### config.mk
export PLATFORM = sky130hd
export DESIGN_NAME = mor1kx_trace_capture
export DESIGN_NICKNAME = d
export VERILOG_FILES = /design/src/rtl/mor1kx_trace_capture.sv
export SDC_FILE = /design/constraint.sdc
export NUM_CORES = 2
export LEC_CHECK = 0
export CORE_ASPECT_RATIO = 1.75
export CORE_MARGIN = 5
export CORE_UTILIZATION = 66
export DETAILED_ROUTE_END_ITERATION = 10
export HOLD_SLACK_MARGIN = 0.02
export PLACE_DENSITY = 0.9
export SLEW_MARGIN = 30
export SYNTH_ARGS = -nofsm -noshare
export SYNTH_HDL_FRONTEND = slang
export SYNTH_SLANG_ARGS = --single-unit
### constraint.sdc
create_clock -name wb_clk_i -period 184.5 [get_ports wb_clk_i]
set_input_delay 36.9 -clock wb_clk_i [delete_from_list [all_inputs] [get_ports wb_clk_i]]
set_output_delay 36.9 -clock wb_clk_i [all_outputs]
set_load 0.005 [all_outputs]
### src/rtl/mor1kx_trace_capture.sv
// rtl/mor1kx_trace_capture.sv - retired-instruction trace FIFO with r3 shadow and sim-exit detect
// One instance per core traceport; records drain through a valid/ready head interface.
module mor1kx_trace_capture #(
  parameter int          DEPTH     = 16,
  parameter int          AW        = 4,
  parameter logic [31:0] EXIT_INSN = 32'h15000001,
  parameter logic [7:0]  COREID    = 8'd0
) (
  input  logic          wb_clk_i,
  input  logic          wb_rst_i,
  input  logic          traceport_exec_valid_i,
  input  logic [31:0]   traceport_exec_pc_i,
  input  logic [31:0]   traceport_exec_insn_i,
  input  logic [31:0]   traceport_exec_wbdata_i,
  input  logic [4:0]    traceport_exec_wbreg_i,
  input  logic          traceport_exec_wben_i,
  output logic          rec_valid_o,
  input  logic          rec_ready_i,
  output logic [31:0]   rec_pc_o,
  output logic [31:0]   rec_insn_o,
  output logic [31:0]   rec_wbdata_o,
  output logic [4:0]    rec_wbreg_o,
  output logic          rec_wben_o,
  output logic [7:0]    rec_coreid_o,
  output logic [AW:0]   count_o,
  output logic          overflow_o,
  output logic [15:0]   drop_cnt_o,
  output logic          finish_o,
  output logic [31:0]   exit_code_o
);

  localparam int          RW      = 102;
  localparam logic [AW:0] PTR_ONE = {{AW{1'b0}}, 1'b1};

  typedef enum logic {ST_RUN = 1'b0, ST_FINISHED = 1'b1} state_t;

  state_t         state_q, state_d;
  logic           in_run;
  logic           exit_hit;
  logic [RW-1:0]  mem [DEPTH];
  logic [AW:0]    wr_ptr, rd_ptr;
  logic [31:0]    shadow_r3;
  logic           empty, full, push_req, push, pop, drop;

  always_comb begin
    state_d  = state_q;
    in_run   = 1'b0;
    exit_hit = 1'b0;
    case (state_q)
      ST_RUN: begin
        in_run = 1'b1;
        if (traceport_exec_valid_i && traceport_exec_insn_i == EXIT_INSN) begin
          exit_hit = 1'b1;
          state_d  = ST_FINISHED;
        end
      end
      default: state_d = ST_FINISHED;
    endcase
  end

  always_ff @(posedge wb_clk_i or posedge wb_rst_i) begin
    if (wb_rst_i) state_q <= ST_RUN;
    else          state_q <= state_d;
  end

  // Pointers carry one extra wrap bit so full and empty are distinguishable.
  assign empty    = (wr_ptr == rd_ptr);
  assign full     = (wr_ptr[AW] != rd_ptr[AW]) && (wr_ptr[AW-1:0] == rd_ptr[AW-1:0]);
  assign pop      = !empty && rec_ready_i;
  assign push_req = traceport_exec_valid_i && in_run;
  assign push     = push_req && (!full || pop);
  assign drop     = push_req && full && !pop;

  always_ff @(posedge wb_clk_i or posedge wb_rst_i) begin
    if (wb_rst_i) begin
      wr_ptr      <= '0;
      rd_ptr      <= '0;
      overflow_o  <= 1'b0;
      drop_cnt_o  <= 16'd0;
      shadow_r3   <= 32'd0;
      exit_code_o <= 32'd0;
      for (int i = 0; i < DEPTH; i++) mem[i] <= '0;
    end else begin
      if (push) begin
        mem[wr_ptr[AW-1:0]] <= {traceport_exec_pc_i, traceport_exec_insn_i,
                                traceport_exec_wbdata_i, traceport_exec_wbreg_i,
                                traceport_exec_wben_i};
        wr_ptr <= wr_ptr + PTR_ONE;
      end
      if (pop) rd_ptr <= rd_ptr + PTR_ONE;
      if (drop) begin
        overflow_o <= 1'b1;
        if (drop_cnt_o != 16'hFFFF) drop_cnt_o <= drop_cnt_o + 16'd1;
      end
      // Exit code takes the pre-exit r3; the exit insn's own writeback is ignored.
      if (exit_hit) exit_code_o <= shadow_r3;
      if (push_req && traceport_exec_wben_i && traceport_exec_wbreg_i == 5'd3)
        shadow_r3 <= traceport_exec_wbdata_i;
    end
  end

  assign rec_valid_o  = !empty;
  assign rec_pc_o     = mem[rd_ptr[AW-1:0]][101:70];
  assign rec_insn_o   = mem[rd_ptr[AW-1:0]][69:38];
  assign rec_wbdata_o = mem[rd_ptr[AW-1:0]][37:6];
  assign rec_wbreg_o  = mem[rd_ptr[AW-1:0]][5:1];
  assign rec_wben_o   = mem[rd_ptr[AW-1:0]][0];
  assign rec_coreid_o = COREID;
  assign count_o      = wr_ptr - rd_ptr;
  assign finish_o     = (state_q == ST_FINISHED);

endmodule
==> flow_summary.html <==
<table>
<tr><th>Metric</th><th>Value</th></tr>
<tr><th colspan="2">Setup path</th></tr>
<tr><td>Series of cell instances along the critical path</td><td>buf_6 -&gt; buf_4 -&gt; mux4_2 -&gt; mux4_2 -&gt; clkdlybuf4s50_1</td></tr>
<tr><td>Critical Path RT</td><td>147.60 ns</td></tr>
<tr><td>CP Class</td><td>flip-flop to output port</td></tr>
<tr><td>R2r worst-path depth</td><td>9</td></tr>
<tr><td>Cell repeated most along the worst path</td><td>mux4_2</td></tr>
<tr><td>Kind of capture point of the worst setup path</td><td>output port</td></tr>
<tr><td>Standard cell with the maximum stage delay on the critical path</td><td>dfrtp_4</td></tr>
<tr><td>Worst flop-to-flop path startpoint</td><td>rd_ptr[3]</td></tr>
<tr><td>Biggest fanout along the worst timing path</td><td>46</td></tr>
<tr><td>Endpoint of the most critical register-to-register path</td><td>mem[778]</td></tr>
<tr><td>Slowest stage delay, CP</td><td>1.02 ns</td></tr>
<tr><td>Arrival time of data at the critical path endpoint</td><td>5.01 ns</td></tr>
<tr><td>Critical Path Source Type</td><td>flip-flop</td></tr>
<tr><td>Reg2reg setup slack</td><td>approximately 180 ns</td></tr>
<tr><th colspan="2">Timing</th></tr>
<tr><td>Setup TNS after final layout</td><td>0 ns</td></tr>
<tr><td>Slew at the pin closest to its max-slew limit</td><td>1.077 ns</td></tr>
<tr><td>Min cycle time layout</td><td>roughly 42 ns</td></tr>
<tr><td>Final worst path period share</td><td>22.72%</td></tr>
<tr><td>Max Clock Skew</td><td>a little under 0.03 ns</td></tr>
<tr><td>Highest achievable clock rate</td><td>23.86 MHz</td></tr>
<tr><td>Final setup violating endpoints</td><td>0</td></tr>
<tr><td>Max-Slew Margin vs Limit</td><td>28.23%</td></tr>
<tr><td>Unrepaired setup endpoints after global routing</td><td>no</td></tr>
<tr><td>Final count of hold timing violations</td><td>0</td></tr>
<tr><td>Pins over their slew limit</td><td>0</td></tr>
<tr><th colspan="2">Layout</th></tr>
<tr><td>Number of nets in the layout</td><td>4694</td></tr>
<tr><td>Area added between synthesis and finish</td><td>10.37%</td></tr>
<tr><td>Final cell area excluding filler cells</td><td>approximately 86000 µm²</td></tr>
<tr><td>Fraction of final layout cells sized beyond drive strength 1</td><td>between 40% and 50%</td></tr>
<tr><th colspan="2">Power</th></tr>
<tr><td>Total power divided by cell area</td><td>slightly below 10 nW/µm²</td></tr>
<tr><td>Worst ir drop on vdd</td><td>15.63 µV</td></tr>
<tr><td>Static leakage</td><td>0.04258 µW</td></tr>
<tr><th colspan="2">Hold path</th></tr>
<tr><td>Hold path depth</td><td>1</td></tr>
<tr><td>Beginning of the worst hold path</td><td>mem[1295]</td></tr>
<tr><td>Worst Hold Path EP</td><td>mem[1295]</td></tr>
<tr><td>Type of the tightest min-delay check</td><td>flip-flop to flip-flop</td></tr>
<tr><th colspan="2">CTS</th></tr>
<tr><td>Post-CTS clock slew at the launch and capture registers of the worst setup and hold paths</td><td>~0.07 ns</td></tr>
<tr><td>CTS tree</td><td>yes</td></tr>
<tr><td>Clock network latency to the later pin of the worst-skew pair</td><td>just under 0.8 ns</td></tr>
<tr><td>Max Root-Sink Buffers</td><td>3</td></tr>
<tr><td>Number of gates given a new drive strength after cts</td><td>0</td></tr>
<tr><td>Max H-tree Level</td><td>4</td></tr>
<tr><td>Sink Count</td><td>1724</td></tr>
<tr><td>Number of buffers inserted for hold repair after clock tree synthesis</td><td>0</td></tr>
<tr><td>Clock root buffer master</td><td>clkbuf_16</td></tr>
<tr><td>Buffers inserted by post-CTS timing repair</td><td>0</td></tr>
<tr><td>Cts bufs inserted</td><td>150</td></tr>
<tr><th colspan="2">Die</th></tr>
<tr><td>Number of core rows</td><td>166</td></tr>
<tr><td>Die Ht</td><td>463.9 µm</td></tr>
<tr><td>Total Die Area</td><td>124900 µm²</td></tr>
<tr><td>Placeable core area</td><td>116900 µm²</td></tr>
<tr><td>Effective utilization at floorplan</td><td>66.44%</td></tr>
<tr><td>Count of boundary I/O pins</td><td>272</td></tr>
<tr><td>Die outline width</td><td>about 270 µm</td></tr>
<tr><th colspan="2">Yosys</th></tr>
<tr><td>Post-Synth Simple-Gate Area</td><td>less than 1%</td></tr>
<tr><td>Mux contribution to synthesized area</td><td>39.78%</td></tr>
<tr><td>Largest family of logic cells by synthesized area</td><td>multiplexers</td></tr>
<tr><td>Synth warn</td><td>0</td></tr>
<tr><td>Post-synthesis share of cell area spent on full adders, half adders and majority gates</td><td>0.1868%</td></tr>
<tr><td>Compound-cell area share of the yosys netlist</td><td>less than 1%</td></tr>
<tr><td>Number of cells produced by synthesis</td><td>4490</td></tr>
<tr><td>Area share of xor/xnor cells in the synthesized design</td><td>less than 1%</td></tr>
<tr><td>Syn avg cell area</td><td>17.30 µm²</td></tr>
<tr><td>Yosys reg bits</td><td>between 1500 and 2000</td></tr>
<tr><td>Cell area after technology mapping</td><td>77690 µm²</td></tr>
<tr><td>Sequential-to-total area share from yosys stat</td><td>55.53%</td></tr>
<tr><td>Unique cell type count in the Yosys netlist</td><td>39</td></tr>
<tr><th colspan="2">GRT</th></tr>
<tr><td>Largest net degree at the start of global routing</td><td>197</td></tr>
<tr><td>Number of antenna violations at the first check in global routing</td><td>23</td></tr>
<tr><td>Number of global-route vias before repair</td><td>between 40000 and 50000</td></tr>
<tr><td>Met2 global-route usage</td><td>50.02%</td></tr>
<tr><td>Met3 Track Usage GR</td><td>roughly 7%</td></tr>
<tr><td>Remaining global-route overflow</td><td>0</td></tr>
<tr><td>Global Route Usage Sum</td><td>29.87%</td></tr>
<tr><td>Met1 Resource Use GR</td><td>~40%</td></tr>
<tr><td>Routing layer with the top usage in global route</td><td>met2</td></tr>
<tr><td>Wire length of the first global-routing pass</td><td>287100 µm</td></tr>
<tr><th colspan="2">Detailed routing</th></tr>
<tr><td>Routed wire per std cell</td><td>29.46 µm</td></tr>
<tr><td>Post-detailed-route DRC marker count</td><td>0</td></tr>
<tr><td>Starting DRT DRC Count</td><td>3136</td></tr>
<tr><td>Via Count</td><td>41590</td></tr>
<tr><td>Post-detailed-route count of antenna-violating nets</td><td>0</td></tr>
<tr><td>First-pass DRT Iterations</td><td>5</td></tr>
<tr><td>Total length of routed wires</td><td>between 150000 and 200000 µm</td></tr>
<tr><td>Avg Vias per Cell</td><td>about 6.7</td></tr>
<tr><th colspan="2">Placed design</th></tr>
<tr><td>Estimated wirelength of the detail-placed design</td><td>approximately 100000 µm</td></tr>
<tr><td>Number of input and output port buffers inserted</td><td>about 260</td></tr>
<tr><td>RD Place Congestion</td><td>about 0.76</td></tr>
<tr><td>Placement Cell Area</td><td>80620 µm²</td></tr>
<tr><th colspan="2">Outcome</th></tr>
<tr><td>Status</td><td>complete, no violations</td></tr>
<tr><th colspan="2">Job</th></tr>
<tr><td>Total of max-cap violations</td><td>0</td></tr>
</table>
-- cells by family after synthesis --
family                     after synthesis
and+or+nand+nor                         82
AOI/OAI and AO/OA                       11
muxes                                 2208
buffers and inverters                  426
xor gates and xnor gates                27
DFF                                   1724
other                                    1
adders and majority gates               11
-- per-stage QoR --
| stage | worst slack, ns | cells | hold WS, ns | power, µW | utilization, % |
|---|---|---|---|---|---|
| CTS | 141.13 | 6188 | 0.4893 | 840.2 | 73.17 |
| global placement | 140.21 | 5925 | 0.4547 | 520.7 | 68.76 |
| detailed placement | 140.31 | 5933 | 0.4700 | 521.8 | 68.94 |
| finish | 142.59 | 6205 | 0.4880 | 833.3 | 73.33 |
| floorplan | 98.94 | 4497 | 0.4585 | 488.9 | - |
| global route | 141.96 | 6194 | 0.4987 | 862.5 | 73.31 |
-- layer usage --
metal / share of wire [%] / vias to the layer above / routed length [µm]
met3: 6.6 / 329 / 11990
met4: 2.5 / 16 / 4617
li1: - / 17040 / -
met1: 40 / 22940 / 72640
met5: 0.063 / - / 115
met2: 51 / 1258 / 93460
-- worst max-delay path by stage --
stage	startpoint	to	slack (ns)	depth (start not counted)
after CTS	wb_rst_i	exit_code_o[7]	141.13	10
after global placement	wb_rst_i	exit_code_o[0]	140.21	9
after floorplan	wb_rst_i	drop_cnt_o[0]	98.94	1
after global routing	wb_rst_i	exit_code_o[23]	141.96	11
after detailed placement	wb_rst_i	exit_code_o[0]	140.31	10
final	rd_ptr[0]	rec_insn_o[2]	142.59	5
-- synthesized netlist by cell type --
cell type / n / share of area [%]
a21o_1: 2 / 0.019
a21oi_1: 3 / 0.019
a31oi_4: 1 / 0.027
and3_1: 2 / 0.016
and4_1: 3 / 0.034
buf_1: 7 / 0.034
buf_2: 72 / 0.46
buf_4: 83 / 0.80
buf_6: 87 / 1.3
clkbuf_1: 164 / 0.79
clkinv_1: 1 / 0.0048
conb_1: 1 / 0.0048
dfrtp_1: 1724 / 56
fa_1: 1 / 0.026
ha_1: 10 / 0.16
inv_1: 12 / 0.058
mux2_1: 289 / 4.2
mux2_2: 1329 / 19
mux2_4: 80 / 1.5
mux4_2: 510 / 15
nand2_1: 8 / 0.039
nand2b_1: 2 / 0.016
nand3_1: 19 / 0.12
nand3_2: 2 / 0.026
nand4_1: 13 / 0.10
nand4_2: 3 / 0.048
nand4b_1: 1 / 0.011
nor2_1: 5 / 0.024
nor2b_1: 2 / 0.016
nor3_1: 2 / 0.013
nor3b_1: 3 / 0.029
nor4_1: 11 / 0.089
nor4_4: 1 / 0.027
nor4b_1: 5 / 0.056
o211ai_1: 1 / 0.0097
o21ai_0: 3 / 0.019
o31ai_1: 1 / 0.0097
xnor2_1: 15 / 0.17
xor2_1: 12 / 0.14
-- cell usage in the layout (no fill, tap or decap), types with 15 or more instances in the layout --
cell,instances
buf_4,44
mux4_2,510
dfrtp_1,1721
clkbuf_8,32
xnor2_1,15
mux2_4,80
clkdlybuf4s50_1,263
buf_6,16
clkbuf_1,25
mux2_2,1329
clkbuf_16,155
mux2_1,289
clkinv_2,19
-- area by class of cell --
cell class	instances	area, µm²
timing repair buffer	341	3558
tap	1512	1892
sequential	1724	43150
inverter	13	73.82
antenna	13	32.53
clock buffer	212	4413
multi-input combinational	2347	32090
clock inverter	43	536.8
fill	6778	31190
-- report_power, final --
group          leakage (µW)  switching (µW)  internal [µW]  total [µW]
logic                0.0161            76.9           51.1         128
clock network       0.00244             138            182         320
registers            0.0241            6.57            379         385
-- flip-flops by register name, indices dropped and copies added, names as in the netlist --
name and cells:
mem 1632, exit_code_o 32, shadow_r3 32, drop_cnt_o 16, rd_ptr 5, wr_ptr 5, finish_o 1, overflow_o 1
-- critical path, delay by kind of cell (launching register included) --
kind	cells	cell delay, ns
flip-flops	1	1.02
multiplexers	2	1.16
buffers and inverters	3	1.95
(Power assumes the default switching activity.)
